$ cat config.mk
export PLATFORM = sky130hd
export DESIGN_NAME = tdc_measure_ctrl
export DESIGN_NICKNAME = d
export VERILOG_FILES = /design/src/rtl/tdc_measure_ctrl.sv
export SDC_FILE = /design/constraint.sdc
export NUM_CORES = 1
export LEC_CHECK = 0
export ABC_CLOCK_PERIOD_IN_PS = 12700
export BUFFER_PORTS_ARGS = -buffer_cell sky130_fd_sc_hd__buf_2
export CAP_MARGIN = 40
export CORE_UTILIZATION = 35
export DETAILED_ROUTE_END_ITERATION = 10
export GPL_ROUTABILITY_DRIVEN = 0
export HOLD_SLACK_MARGIN = 0.1
export PLACE_DENSITY = 0.62
export SLEW_MARGIN = 15
export SYNTH_ARGS = -nofsm -noshare
export SYNTH_HDL_FRONTEND = slang
export SYNTH_SLANG_ARGS = --single-unit
export TNS_END_PERCENT = 5
$ cat constraint.sdc
create_clock -name clk -period 12.7 [get_ports clk]
set_clock_uncertainty 0.05 [all_clocks]
set_input_delay 0 -clock clk [delete_from_list [all_inputs] [get_ports clk]]
set_output_delay 0 -clock clk [all_outputs]
set_load 0.01 [all_outputs]
$ cat src/rtl/tdc_measure_ctrl.sv
// Measurement sequencer for one TDC channel: arm, coarse count between start/stop hits, fine-bin merge, valid/ready result.
// Optional macro TDC_TIMEOUT_EN adds a coarse-count timeout abort (err_timeout); without it err_timeout is tied 0.
module tdc_measure_ctrl #(
  parameter int BITS_DECO    = 8,
  parameter int BINS_PER_CLK = 200,
  parameter int COARSE_BITS  = 12,
  parameter int RES_BITS     = 21,
  parameter int TIMEOUT_CYC  = 4000
) (
  input  logic                   clk,
  input  logic                   rst,
  input  logic                   arm,
  input  logic                   start_hit,
  input  logic [BITS_DECO-1:0]   start_bin,
  input  logic                   stop_hit,
  input  logic [BITS_DECO-1:0]   stop_bin,
  output logic                   clr_capture,
  output logic                   busy,
  output logic                   res_valid,
  input  logic                   res_ready,
  output logic [RES_BITS-1:0]    res_data,
  output logic [COARSE_BITS-1:0] res_coarse,
  output logic                   err_order,
  output logic                   err_timeout
);

  typedef enum logic [2:0] {
    S_IDLE  = 3'd0,
    S_ARMED = 3'd1,
    S_RUN   = 3'd2,
    S_CALC  = 3'd3,
    S_DONE  = 3'd4
  } state_t;

  localparam logic [RES_BITS-1:0] BPC = RES_BITS'(BINS_PER_CLK);

  state_t                   state_q, state_d;
  logic [BITS_DECO-1:0]     start_bin_q, start_bin_d;
  logic [BITS_DECO-1:0]     stop_bin_q, stop_bin_d;
  logic [COARSE_BITS-1:0]   coarse_q, coarse_d;
  logic [COARSE_BITS-1:0]   coarse_inc;
  logic                     clr_capture_q, clr_capture_d;
  logic [RES_BITS-1:0]      res_data_q, res_data_d;
  logic [COARSE_BITS-1:0]   res_coarse_q, res_coarse_d;
  logic                     err_order_q, err_order_d;
  logic [RES_BITS-1:0]      interval;

`ifdef TDC_TIMEOUT_EN
  localparam logic [COARSE_BITS-1:0] TMO = COARSE_BITS'(TIMEOUT_CYC);
  logic err_timeout_q, err_timeout_d;
`endif

  // Saturating increment: a runaway measurement parks at all-ones.
  assign coarse_inc = (coarse_q == '1) ? coarse_q : coarse_q + 1'b1;

  // Start bin counts back from the start edge, stop bin from the stop edge.
  assign interval = RES_BITS'(coarse_q) * BPC
                  + RES_BITS'(start_bin_q)
                  - RES_BITS'(stop_bin_q);

  always_comb begin
    state_d       = state_q;
    start_bin_d   = start_bin_q;
    stop_bin_d    = stop_bin_q;
    coarse_d      = coarse_q;
    clr_capture_d = 1'b0;
    res_data_d    = res_data_q;
    res_coarse_d  = res_coarse_q;
    err_order_d   = err_order_q;
`ifdef TDC_TIMEOUT_EN
    err_timeout_d = err_timeout_q;
`endif

    case (state_q)
      S_IDLE: begin
        if (arm) begin
          state_d       = S_ARMED;
          clr_capture_d = 1'b1;
`ifdef TDC_TIMEOUT_EN
          err_timeout_d = 1'b0;
`endif
        end
      end

      S_ARMED: begin
        if (start_hit) begin
          start_bin_d = start_bin;
          coarse_d    = '0;
          if (stop_hit) begin
            stop_bin_d = stop_bin;
            state_d    = S_CALC;
          end else begin
            state_d    = S_RUN;
          end
        end
      end

      S_RUN: begin
        // The stop edge closes the last clock period, so it is counted too.
        coarse_d = coarse_inc;
        if (stop_hit) begin
          stop_bin_d = stop_bin;
          state_d    = S_CALC;
        end
`ifdef TDC_TIMEOUT_EN
        else if (coarse_inc == TMO) begin
          err_timeout_d = 1'b1;
          state_d       = S_CALC;
        end
`endif
      end

      S_CALC: begin
        res_coarse_d = coarse_q;
        res_data_d   = interval;
        err_order_d  = 1'b0;
        if ((coarse_q == '0) && (stop_bin_q > start_bin_q)) begin
          res_data_d  = '0;
          err_order_d = 1'b1;
        end
`ifdef TDC_TIMEOUT_EN
        if (err_timeout_q) begin
          res_data_d = '0;
        end
`endif
        state_d = S_DONE;
      end

      S_DONE: begin
        if (res_ready) begin
          state_d = S_IDLE;
        end
      end

      default: state_d = S_IDLE;
    endcase
  end

  always_ff @(posedge clk or negedge rst) begin
    if (!rst) begin
      state_q       <= S_IDLE;
      start_bin_q   <= '0;
      stop_bin_q    <= '0;
      coarse_q      <= '0;
      clr_capture_q <= 1'b0;
      res_data_q    <= '0;
      res_coarse_q  <= '0;
      err_order_q   <= 1'b0;
    end else begin
      state_q       <= state_d;
      start_bin_q   <= start_bin_d;
      stop_bin_q    <= stop_bin_d;
      coarse_q      <= coarse_d;
      clr_capture_q <= clr_capture_d;
      res_data_q    <= res_data_d;
      res_coarse_q  <= res_coarse_d;
      err_order_q   <= err_order_d;
    end
  end

`ifdef TDC_TIMEOUT_EN
  always_ff @(posedge clk or negedge rst) begin
    if (!rst) begin
      err_timeout_q <= 1'b0;
    end else begin
      err_timeout_q <= err_timeout_d;
    end
  end

  assign err_timeout = err_timeout_q;
`else
  assign err_timeout = 1'b0;
`endif

  assign clr_capture = clr_capture_q;
  assign busy        = (state_q != S_IDLE);
  assign res_valid   = (state_q == S_DONE);
  assign res_data    = res_data_q;
  assign res_coarse  = res_coarse_q;
  assign err_order   = err_order_q;

endmodule
==> results of run 1 <==
==> layout make-up <==
cell class	count	area share
multi-input cells	394	0.505
flip-flops and latches	66	0.270
inverters	79	0.0484
clock buffers	10	0.0374
clock inverters	6	0.00940
repair buffers	85	0.0928
well taps	180	0.0368
==> per-layer routing <==
layer  routed length, µm  global-route usage
met1                5590               0.219
met2                4880               0.233
met3                 406              0.0344
met4                 116              0.0457
met5                   0                   0
==> cell families after synthesis <==
group	after synthesis
compound gates	142
simple gates	124
buf+inv	93
fa+ha+maj	90
flops	66
xor+xnor	34
mux	3
other cells	1
==> sequential cells by signal, summed over array words and instances (netlist names) <==
name	flops
err_order	1
start_bin_q	8
res_coarse	12
state_q	3
coarse_q	12
res_data	21
stop_bin_q	8
clr_capture	1
==> cell usage after synthesis, types with 2 or more instances <==
cell	count	area, µm²
xor2_1	10	87.6
nor2_1	28	105
a211oi_1	2	15.0
o21ai_1	6	30.0
o21ai_0	42	210
a21oi_1	27	135
and2_1	2	12.5
inv_1	78	293
and3_1	4	25.0
nor3_1	2	10.0
clkbuf_1	13	48.8
nor2b_1	3	18.8
nand2_1	46	173
nor3b_1	2	15.0
nand4_1	4	25.0
or3_1	3	18.8
dfrtp_1	66	1650
nand3b_1	3	22.5
mux2_2	3	33.8
xnor2_1	24	210
a21o_1	10	75.1
o22ai_1	2	12.5
nand2b_1	4	25.0
nor4_1	3	18.8
ha_1	77	963
o211ai_1	2	15.0
a22o_1	20	175
fa_1	13	260
o31ai_1	5	37.5
nand3_1	14	70.1
o21a_1	4	30.0
a31oi_1	3	18.8
==> metrics by stage <==
step                      std cells  power [mW]  setup slack [ns]  hold WS [ns]  area [µm²]
after detailed placement        781        1.36              8.01         0.160        5590
after global routing            820        1.77              7.68         0.176        6120
after floorplan                 553        1.12              8.36        -0.346        5100
after global placement          781        1.34              8.16         0.153        5590
after CTS                       819        1.62              8.00         0.349        6090
final                           820        1.61              7.99         0.124        6120
==> worst min-delay path by stage <==
stage               endpoint  cells past startpoint  slack [ns]
2_1_floorplan    clr_capture                      0       -0.35
4_1_cts        stop_bin_q[0]                      4        0.35
3_3_place_gp   stop_bin_q[1]                      3        0.15
6_report         res_data[2]                      3        0.12
5_1_grt          res_data[2]                      3        0.18
3_5_place_dp   stop_bin_q[0]                      3        0.16
==> worst max-delay path, cell delays in order, from the launching register on <==
cell and delay (ns):
dfrtp_1 0.40, inv_1 0.16, ha_1 0.26, ha_1 0.30, fa_1 0.47, ha_1 0.36, nor2b_1 0.16, o31a_1 0.29
o21ai_0 0.17, nand2b_1 0.09, xnor2_1 0.20, inv_1 0.07, ha_1 0.35, a21oi_1 0.12, a21boi_0 0.14, a31oi_1 0.17
o21ai_1 0.15, a2bb2oi_1 0.19, or4_1 0.47, nand3_1 0.09
==> where the power goes <==
part | total (mW) | internal (mW) | switching, mW
registers | 0.354 | 0.297 | 0.0567
clock network | 0.240 | 0.150 | 0.0901
logic | 1.02 | 0.463 | 0.553
==> results_dict.tcl, run 1 <==
set metrics [dict create \
    grt_max_degree 67 \
    timing.critical_path.to "res_data[19]" \
    hp-class "in2async" \
    cts_root_buffer "clkbuf_16" \
    grt_pass1_wl_um 18400 \
    rows 43 \
    worst_r2r_path_depth 19 \
    synth_top_family_by_area "adder cells" \
    drive_above_1_share 0.144 \
    drt_wl_total_um 11000 \
    cts_sinks 66 \
    synth_compound_area_frac 0.185 \
    regArea_mm2 0.00165 \
    fin_util 0.436 \
    cts_resized 0 \
    dieArea_mm2 0.0151 \
    async_flop_share 1.00 \
    min_period_ns 4.71 \
    rrSetupSlack_ns 7.99 \
    cp.arrival_ns 4.93 \
    r2r-start "coarse_q[2]" \
    final_common_cell "inv_1" \
    start_kind "register" \
    synthesis.nets 665 \
    synthMuxAreaShare 0.00663 \
    synth_edf_count 0 \
    initial_core_util 0.363 \
    cts_max_level 3 \
    final_cell_mix "inv_1 (78), ha_1 (77), dfrtp_1 (66)" \
    clock_path_buffers 2 \
    synth-main-ff-cell "dfrtp_1" \
    vias_per_cell 4.93 \
    p_leak_nw 3.16 \
    grt_use_total 0.154 \
    postCtsHoldBufs 22 \
    syn-cell-area_mm2 0.00510 \
    r2r_end "res_data[19]" \
    critical_path_class "reg2reg" \
    setup_viol 0 \
    die_w_um 123 \
    place_hpwl_um 8480 \
    tns_ns 0 \
    fin_nets 747 \
    max_cap_viol_count 0 \
    core_region_area_mm2 0.0140 \
    syn_area_per_cell_um2 9.22 \
    synth_xor_area_frac 0.0584 \
    synthAdderAreaFrac 0.240 \
    worst_pin_slew_ns 0.694 \
    grt_overflow 0 \
    yosys.area_share.simple 0.116 \
    dr.first_iter.drc_count 162 \
    ys_seq_elements 66 \
    antenna_found_initial 0 \
    drc_errors 0 \
    hold_viol 0 \
    cts-buffers-inserted 9 \
    ys_seq_area_frac 0.324 \
    cp-end-kind "register" \
    fin_crit_sh 0.371 \
    multi_input_area_mm2 0.00309 \
    powerDensity_mw_per_mm2 263 \
    vdd_drop_max_mv 0.0974 \
    crit_start "coarse_q[2]" \
    cts_setup_buffers 0 \
    wl_per_cell_um 13.4 \
    grt_pass1_vias 3953 \
    ys_types 60 \
    cp_max_fo 5 \
    max_clock_freq_ghz 0.212 \
    fillerInstances 1358 \
    io_pins 60 \
    vias 4043 \
    max-slew-margin-rel 0.537 \
    diodes 0 \
    synthCells 553 \
    die_h_um 123 \
    drv_slew 0 \
    worstPathRequired_ns 12.91 \
    area_growth_pct 20.1 \
    rsz0062_at_grt "no" \
    yosys_warnings 0 \
    antenna_left 0 \
    clkLatencyLatePin_ns 0.33 \
    port_buffers 58 \
    drtPass1Iterations 4 \
    outcome "complete, no violations" \
    cts_tree "built" \
    cts.reportedPaths.clkPinSlew_ns 0.06 \
]
(Power assumes the default switching activity.)
==> run 2, diff against run 1 <==
--- a/config.mk
+++ b/config.mk
@@ -5,7 +5,7 @@
 export SDC_FILE = /design/constraint.sdc
 export NUM_CORES = 1
 export LEC_CHECK = 0
-export ABC_CLOCK_PERIOD_IN_PS = 12700
+export ABC_CLOCK_PERIOD_IN_PS = 4540
 export BUFFER_PORTS_ARGS = -buffer_cell sky130_fd_sc_hd__buf_2
 export CAP_MARGIN = 40
 export CORE_UTILIZATION = 35
==> constraint.sdc (replaced) <==
create_clock -name clk -period 4.54 [get_ports clk]
set_clock_uncertainty 0.05 [all_clocks]
set_input_delay 0 -clock clk [delete_from_list [all_inputs] [get_ports clk]]
set_output_delay 0 -clock clk [all_outputs]
set_load 0.01 [all_outputs]
==> results_dict.tcl, run 2 (synthesis results as in run 1) <==
set metrics [dict create \
    finalNonFillerCells 845 \
    path_common_cell "ha_4" \
    max_clock_freq_ghz 0.227 \
    critPathSlowestCell "fa_2" \
    start_kind "register" \
    fin_crit_sh 0.972 \
    drc_errors 0 \
    antenna_left 0 \
    worst_r2r_path_depth 18 \
    tns_ns 0 \
    grt_overflow 0 \
    drtPass1Iterations 4 \
    diodes 0 \
    die_h_um 123 \
    max_cap_viol_count 0 \
    cts-buffers-inserted 9 \
    antenna_found_initial 0 \
    core_region_area_mm2 0.0140 \
    area_growth_pct 29.5 \
    cp_max_fo 4 \
    slowest_delay_ns 0.60 \
    grt_pass1_vias 3962 \
    setup_viol 0 \
    grt_max_degree 67 \
    clkLatencyLatePin_ns 0.33 \
    vias 4181 \
    cts_sinks 66 \
    hp-class "in2async" \
    die_w_um 123 \
    grt_use_total 0.157 \
    worstPathRequired_ns 4.71 \
    fin_nets 772 \
    dr.first_iter.drc_count 163 \
    place_hpwl_um 8520 \
    cts_root_buffer "clkbuf_16" \
    rrSetupSlack_ns 0.13 \
    drv_slew 0 \
    cts_tree "built" \
    total_power_mw 4.64 \
    drive_above_1_share 0.242 \
    wl_per_cell_um 13.8 \
    vdd_drop_max_mv 0.356 \
    p_leak_nw 3.32 \
    cts.reportedPaths.clkPinSlew_ns 0.06 \
    hold_viol 0 \
    dieArea_mm2 0.0151 \
    cp_cell_sequence "inv_2 -> ha_4 -> ha_4 -> fa_2 -> ha_4 -> nor2b_2 -> o31a_1 -> buf_4 -> o221ai_4 -> o21a_2 -> and2_1 -> inv_1 -> ha_1 -> o41ai_2 -> o21a_1 -> o21ai_2 -> xor2_1 -> a22o_1" \
    cts_max_level 3 \
    r2r-start "coarse_q[3]" \
    worst_pin_slew_ns 0.660 \
    cp.arrival_ns 4.59 \
    largest_reg_flops 21 \
    fin_ws_ns 0.127 \
    clock_path_buffers 2 \
    vias_per_cell 4.95 \
    critical_path_class "reg2reg" \
    max-slew-margin-rel 0.560 \
    drt_wl_total_um 11700 \
    port_buffers 58 \
    cp-end-kind "register" \
    initial_core_util 0.363 \
    io_pins 60 \
    powerDensity_mw_per_mm2 703 \
    dp_cells 793 \
    r2r_end "res_data[20]" \
    outcome "complete, no violations" \
    final_cell_mix "inv_1 (72), ha_1 (65), dfrtp_1 (63)" \
    post-place-ws_ns -0.103 \
    final_common_cell "inv_1" \
    min_period_ns 4.41 \
    grt_pass1_wl_um 18900 \
    rows 43 \
]
==> run 2: what timing repair did <==
item | 4_1_cts | 5_1_grt
setup buffers | 2 | 11
endpoints found under the hold margin | 86 | 0
cloned | 0 | 0
hold buffers | 22 | 0
endpoints found under the setup margin | 4 | 5
resized for setup | 4 | 52
pin swaps | 2 | 21
==> run 2: worst max-delay path by stage <==
stage | to | slack [ns] | start
6_report | res_data[20] | 0.13 | coarse_q[3]
5_1_grt | res_data[19] | -0.03 | coarse_q[3]
4_1_cts | res_data[20] | 0.003 | coarse_q[6]
3_5_place_dp | res_data[19] | -0.10 | coarse_q[3]
3_3_place_gp | res_data[19] | -0.06 | coarse_q[3]
2_1_floorplan | res_data[20] | 0.20 | coarse_q[4]
==> run 2: report_power, final <==
part / switching, mW / internal, mW
Sequential: 0.159 / 0.832
Combinational: 1.58 / 1.38
Clock: 0.264 / 0.423
Total: 2.00 / 2.64
==> run 2: layout make-up <==
class                      count  area (µm²)
multi-input combinational    394        3370
clock inverter                 7        70.1
tap                          180         225
timing repair buffer         110         759
fill                        1313        7440
clock buffer                   9         225
inverter                      79         297
sequential                    66        1660
==> run 2: worst max-delay path: cells and delay by family, from the launching register on <==
family                   cells  cell delay (ns)
AO/OA/AOI/OAI                7             1.56
adder cells (fa/ha/maj)      5             1.51
flip-flops                   1             0.42
AND/OR/NAND/NOR              2             0.31
buffers and inverters        3             0.29
XOR/XNOR                     1             0.14
==> run 2: per-layer routing <==
layer  GRT usage  share of wire  up-vias  routed length, µm
met5           0              0        -                  0
met3      0.0256          0.038       13                446
li1            -              -     2123                  -
met1       0.225           0.49     1962               5680
met2       0.244           0.46       83               5410
met4      0.0442          0.014        0                160
==> run 2: stage by stage <==
| stage | utilization | hold slack, ns | cell area, µm² |
|---|---|---|---|
| after global placement | 0.404 | 0.153 | 5680 |
| after global routing | 0.470 | 0.165 | 6600 |
| final | 0.470 | 0.124 | 6600 |
| after detailed placement | 0.404 | 0.160 | 5680 |
| after floorplan | - | -0.346 | 5100 |
| after CTS | 0.443 | 0.344 | 6230 |
